`config.mk`:
```
export PLATFORM = sky130hd
export DESIGN_NAME = control_unit
export DESIGN_NICKNAME = d
export VERILOG_FILES = /design/src/rtl/control_unit.sv
export SDC_FILE = /design/constraint.sdc
export NUM_CORES = 1
export LEC_CHECK = 0
export CAP_MARGIN = 10
export CORE_AREA = 2 2 58 60
export DETAILED_ROUTE_END_ITERATION = 12
export DIE_AREA = 0 0 60 62
export PLACE_DENSITY_LB_ADDON = 0.2
export SLEW_MARGIN = 30
export SYNTH_ARGS = -nofsm -noshare
export SYNTH_HDL_FRONTEND = slang
export SYNTH_SLANG_ARGS = --single-unit
```
`constraint.sdc`:
```
create_clock -name clock -period 2.3 [get_ports clock]
set_clock_uncertainty 0.05 [all_clocks]
set_input_delay 0.46 -clock clock [delete_from_list [all_inputs] [get_ports clock]]
set_output_delay 0.46 -clock clock [all_outputs]
set_load 0.05 [all_outputs]
```
`src/rtl/control_unit.sv`:
```
// control_unit: Moore fetch/decode/execute sequencer driving the DataPath control strobes.
// Define CU_MUL_DIV_EN to execute mul/div; without it those opcodes behave as nop.
module control_unit (
    input  logic        clock,
    input  logic        clear,
    input  logic [31:0] IR,
    input  logic        CON_FF,
    input  logic        Stop,
    output logic        PCout,
    output logic        Zhighout,
    output logic        Zlowout,
    output logic        MDRout,
    output logic        MARin,
    output logic        PCin,
    output logic        MDRin,
    output logic        IRin,
    output logic        Yin,
    output logic        ZHighIn,
    output logic        ZLowIn,
    output logic        HIin,
    output logic        LOin,
    output logic        IncPC,
    output logic        Read,
    output logic        Write,
    output logic        Gra,
    output logic        Grb,
    output logic        Grc,
    output logic        Rin,
    output logic        Rout,
    output logic        BAout,
    output logic        Cout,
    output logic        CONin,
    output logic [4:0]  opcode,
    output logic        Run,
    output logic [3:0]  state_dbg
);

    typedef enum logic [3:0] {
        S_RESET, S_T0, S_T1, S_T2, S_T3, S_T4, S_T5, S_T6, S_T7, S_HALT
    } state_t;

    typedef enum logic [3:0] {
        C_LD, C_LDI, C_ST, C_RTYPE, C_ADDI, C_BR, C_MULDIV, C_HALT, C_NOP
    } iclass_t;

    localparam logic [4:0] OP_ADD = 5'b00011;

    state_t     state;
    state_t     state_nx;
    logic [4:0] op_q;
    iclass_t    cls_q;
    iclass_t    cls_ir;
    logic       last;
    logic       unused_ir;

    function automatic iclass_t decode(input logic [4:0] op);
        case (op)
            5'b00000: return C_LD;
            5'b00001: return C_LDI;
            5'b00010: return C_ST;
            5'b00011, 5'b00100, 5'b00101, 5'b00110: return C_RTYPE;
            5'b01100: return C_ADDI;
            5'b10010: return C_BR;
            5'b11011: return C_HALT;
`ifdef CU_MUL_DIV_EN
            5'b01111, 5'b10000: return C_MULDIV;
`endif
            default: return C_NOP;
        endcase
    endfunction

    // IR is decoded directly in T2; from T3 on the opcode captured at the end of T2 is used.
    assign cls_ir    = decode(IR[31:27]);
    assign cls_q     = decode(op_q);
    assign state_dbg = state;
    assign unused_ir = ^IR[26:0];

    always_ff @(posedge clock or negedge clear) begin
        if (!clear) begin
            state <= S_RESET;
            op_q  <= 5'b00000;
        end else begin
            state <= state_nx;
            if (state == S_T2) op_q <= IR[31:27];
        end
    end

    always_comb begin
        state_nx = state;
        last     = 1'b0;
        case (state)
            S_RESET: state_nx = S_T0;
            S_T0:    state_nx = S_T1;
            S_T1:    state_nx = S_T2;
            S_T2: begin
                if (cls_ir == C_HALT)     state_nx = S_HALT;
                else if (cls_ir == C_NOP) last     = 1'b1;
                else                      state_nx = S_T3;
            end
            S_T3:    state_nx = S_T4;
            S_T4:    state_nx = S_T5;
            S_T5: begin
                if (cls_q == C_LDI || cls_q == C_RTYPE || cls_q == C_ADDI) last = 1'b1;
                else state_nx = S_T6;
            end
            S_T6: begin
                if (cls_q == C_BR || cls_q == C_MULDIV) last = 1'b1;
                else state_nx = S_T7;
            end
            S_T7:    last     = 1'b1;
            S_HALT:  state_nx = S_HALT;
            default: state_nx = S_RESET;
        endcase
        // Stop is only honoured on the final cycle of an instruction.
        if (last) state_nx = Stop ? S_HALT : S_T0;
    end

    always_comb begin
        PCout = 1'b0; Zhighout = 1'b0; Zlowout = 1'b0; MDRout = 1'b0;
        MARin = 1'b0; PCin = 1'b0; MDRin = 1'b0; IRin = 1'b0;
        Yin = 1'b0; ZHighIn = 1'b0; ZLowIn = 1'b0; HIin = 1'b0;
        LOin = 1'b0; IncPC = 1'b0; Read = 1'b0; Write = 1'b0;
        Gra = 1'b0; Grb = 1'b0; Grc = 1'b0; Rin = 1'b0;
        Rout = 1'b0; BAout = 1'b0; Cout = 1'b0; CONin = 1'b0;
        opcode = 5'b00000;
        Run    = (state != S_HALT);
        case (state)
            S_T0: begin PCout = 1'b1; MARin = 1'b1; IncPC = 1'b1; ZLowIn = 1'b1; end
            S_T1: begin Zlowout = 1'b1; PCin = 1'b1; Read = 1'b1; MDRin = 1'b1; end
            S_T2: begin MDRout = 1'b1; IRin = 1'b1; end
            S_T3: begin
                case (cls_q)
                    C_LD, C_LDI, C_ST: begin Grb = 1'b1; BAout = 1'b1; Yin = 1'b1; end
                    C_RTYPE, C_ADDI, C_MULDIV: begin Grb = 1'b1; Rout = 1'b1; Yin = 1'b1; end
                    C_BR: begin Gra = 1'b1; Rout = 1'b1; CONin = 1'b1; end
                    default: ;
                endcase
            end
            S_T4: begin
                case (cls_q)
                    C_LD, C_LDI, C_ST, C_ADDI: begin Cout = 1'b1; ZLowIn = 1'b1; opcode = OP_ADD; end
                    C_RTYPE: begin Grc = 1'b1; Rout = 1'b1; ZLowIn = 1'b1; opcode = op_q; end
                    C_MULDIV: begin
                        Grc = 1'b1; Rout = 1'b1; ZHighIn = 1'b1; ZLowIn = 1'b1; opcode = op_q;
                    end
                    C_BR: begin PCout = 1'b1; Yin = 1'b1; end
                    default: ;
                endcase
            end
            S_T5: begin
                case (cls_q)
                    C_LD, C_ST: begin Zlowout = 1'b1; MARin = 1'b1; end
                    C_LDI, C_RTYPE, C_ADDI: begin Zlowout = 1'b1; Gra = 1'b1; Rin = 1'b1; end
                    C_BR: begin Cout = 1'b1; ZLowIn = 1'b1; opcode = OP_ADD; end
                    C_MULDIV: begin Zlowout = 1'b1; LOin = 1'b1; end
                    default: ;
                endcase
            end
            S_T6: begin
                case (cls_q)
                    C_LD: begin Read = 1'b1; MDRin = 1'b1; end
                    C_ST: begin Gra = 1'b1; Rout = 1'b1; MDRin = 1'b1; end
                    C_BR: begin Zlowout = 1'b1; PCin = CON_FF; end
                    C_MULDIV: begin Zhighout = 1'b1; HIin = 1'b1; end
                    default: ;
                endcase
            end
            S_T7: begin
                case (cls_q)
                    C_LD: begin MDRout = 1'b1; Gra = 1'b1; Rin = 1'b1; end
                    C_ST: Write = 1'b1;
                    default: ;
                endcase
            end
            default: ;
        endcase
    end

endmodule

```
==> flow_summary.json <==
{
  "routed_wl_um": 3340,
  "dieHeight_um": 62,
  "htreeDepth": 1,
  "drive_gt1_frac": 0.630,
  "p_int_mw": 1.48,
  "fin_crit_sh": 1.06,
  "worst_pin_slew_ns": 0.515,
  "dieArea_sq_um": 3720,
  "clk_path_buf_depth": 2,
  "r2r-end": "state_dbg[3]",
  "sw_frac_of_total": 0.504,
  "violations": "setup timing",
  "cap_violations": 0,
  "synthMuxAreaShare": 0.0602,
  "synth_top_family_by_area": "simple AND/OR/NAND/NOR gates",
  "grt_usage": 0.181,
  "ys_types": 43,
  "synth-seq-area-share": 0.241,
  "grt_pass1_wl_um": 5160,
  "r2r_cells": 7,
  "ys.flop_type": "dfrtp_1",
  "gr-total-overflow": 0,
  "min_period_ns": 2.44,
  "drv_slew": 0,
  "grt_max_degree": 13,
  "arrival_ns": 1.93,
  "synthArstFlopShare": 1.00,
  "setup_viol": 13,
  "cts_tree": "done",
  "regToRegSetupSlack_ns": 0.17,
  "synth_adder_area_share": 0.0107,
  "drtAntennaViolNets": 0,
  "gp_congestion": 0.864,
  "synth-xor-area-share": 0.00937,
  "num_rows": 21,
  "cts.clk_slew.worst_paths_ns": 0.06,
  "fp.dieW_um": 60,
  "final_cell_mix": "buf_4 (33), buf_12 (23), nand2_1 (12)",
  "yosys.area_share.simple": 0.373,
  "numCtsBuffers": 3,
  "synth-seq-cells": 9,
  "p_clk_frac": 0.039,
  "required_ns": 1.79,
  "finalSetupTns_ns": -0.896,
  "maxSlewHeadroom": 0.656,
  "synth_area_per_cell_sq_um": 7.54,
  "syn-instance-count": 124,
  "routedWlPerCell_um": 14.0,
  "antenna_found_initial": 0,
  "p_switching_mw": 1.51,
  "crit_fanout": 3,
  "ioPinCount": 70,
  "final_util": 0.674,
  "total_leakage_power_nw": 0.896,
  "initialDrtViolationCount": 53,
  "hpwl_um": 2330,
  "final_common_cell": "buf_4",
  "endpoint_kind": "output port",
  "synthToLayoutAreaGrowth_pct": 129,
  "outcome": "complete, but fails checks",
  "synth-compound-area-share": 0.210,
  "critPathKind": "reg2out",
  "synth-warning-count": 0,
  "via_per_inst": 5.03,
  "dr.pass1.iters": 4,
  "coreArea_sq_um": 3180,
  "pre_cts_ws_ns": -0.0482,
  "hold_buffers": 0,
  "n_antenna_cell": 0,
  "p_comb_frac": 0.841,
  "grt_pass1_vias": 1181,
  "p_per_area_nw_per_um2": 1390,
  "total_power_mw": 2.99,
  "synth_edf_count": 0,
  "reg2reg_from": "state_dbg[1]",
  "holdWs_ns": 0.448,
  "rsz0062_at_grt": "yes",
  "ir_worst_vdd_uv": 739,
  "worst_slack_ns": -0.138,
  "final_nets": 229,
  "clock.fmax_mhz": 410,
  "holdCritPathClass": "in2async",
  "clk_latency_ns": 0.25,
  "worst_setup_path_start_kind": "flip-flop",
  "syn_area_sq_um": 935,
  "drc_errors": 0,
  "clock-sinks": 9,
  "root_buffer": "clkbuf_4",
  "finalHoldViolCount": 0,
  "dr_total_vias": 1198,
  "pwr-share-seq": 0.120,
  "portBuffers": 36,
  "initial_core_util": 0.294
}
## final cells by class
cell class                      count  area (sq um)
Clock buffer                        4          26.3
Inverter                            1          7.51
Multi-Input combinational cell    105           930
Timing Repair Buffer               73           888
Sequential cell                     9           234
Tap cell                           46          57.6
Fill cell                         225          1040
## cell usage after synthesis, types with 3 or more instances
cell / n / area (sq um)
a211oi_1: 4 / 30.0
a21o_1: 4 / 30.0
a21oi_1: 5 / 25.0
buf_4: 7 / 52.6
clkbuf_1: 5 / 18.8
dfrtp_1: 9 / 225
mux2_2: 4 / 45.0
nand2_1: 16 / 60.1
nand2b_1: 6 / 37.5
nand3b_1: 3 / 22.5
nor2_1: 10 / 37.5
nor3_1: 7 / 35.0
o21ai_0: 4 / 20.0
or3_1: 3 / 18.8
## per-stage QoR
step | instances | area [sq um]
2_1_floorplan | 129 | 1100
3_3_place_gp | 216 | 1800
3_5_place_dp | 216 | 1800
4_1_cts | 233 | 2030
5_1_grt | 238 | 2140
6_report | 238 | 2140
## critical path, cell delays in order, from the launching register on
cell     delay (ns)
dfrtp_2        0.42
or4b_4         0.54
or3b_4         0.46
nand3_4        0.12
buf_12         0.13
## flip-flops by register name, summed over array words and instances, names as in the netlist
signal	cells
state_dbg	4
op_q	5
## power by group through the flow
| stage | clock (mW) | combinational (mW) | sequential (mW) |
|---|---|---|---|
| final | 0.117 | 2.51 | 0.359 |
| after global routing | 0.129 | 2.66 | 0.366 |
| after CTS | 0.121 | 2.36 | 0.349 |
| after detailed placement | 0 | 2.03 | 0.367 |
| after global placement | 0 | 2.01 | 0.362 |
| after floorplan | 0 | 1.15 | 0.413 |
## worst max path at each step
stage | startpoint | to | cells after the start
final | state_dbg[2] | Gra | 4
after floorplan | state_dbg[1] | Rout | 5
after detailed placement | op_q[2] | Rout | 7
after global placement | IR[28] | state_dbg[3] | 6
after CTS | state_dbg[2] | Gra | 4
after global routing | op_q[2] | ZLowIn | 7
## layer usage
metal	wire, um	GRT usage	vias to the layer above	share of wire
met5	0	0	-	0
met2	1830	0.326	38	0.55
met4	14	0.0508	0	0.0042
met1	1340	0.227	583	0.40
met3	157	0.0228	2	0.047
li1	-	-	575	-
## what timing repair did
item                       CTS  global route
pin swaps                   18            11
resized for setup           26            16
setup buffers               13             5
setup endpoints to repair   19            20
## logic make-up after synthesis
group,Yosys count
and+or+nand+nor,64
AOI/OAI and AO/OA,28
buffers and inverters,15
DFF,9
muxes,5
adders and majority gates,1
other,1
xor gates and xnor gates,1
No activity file was read; power rests on OpenSTA's default activity.
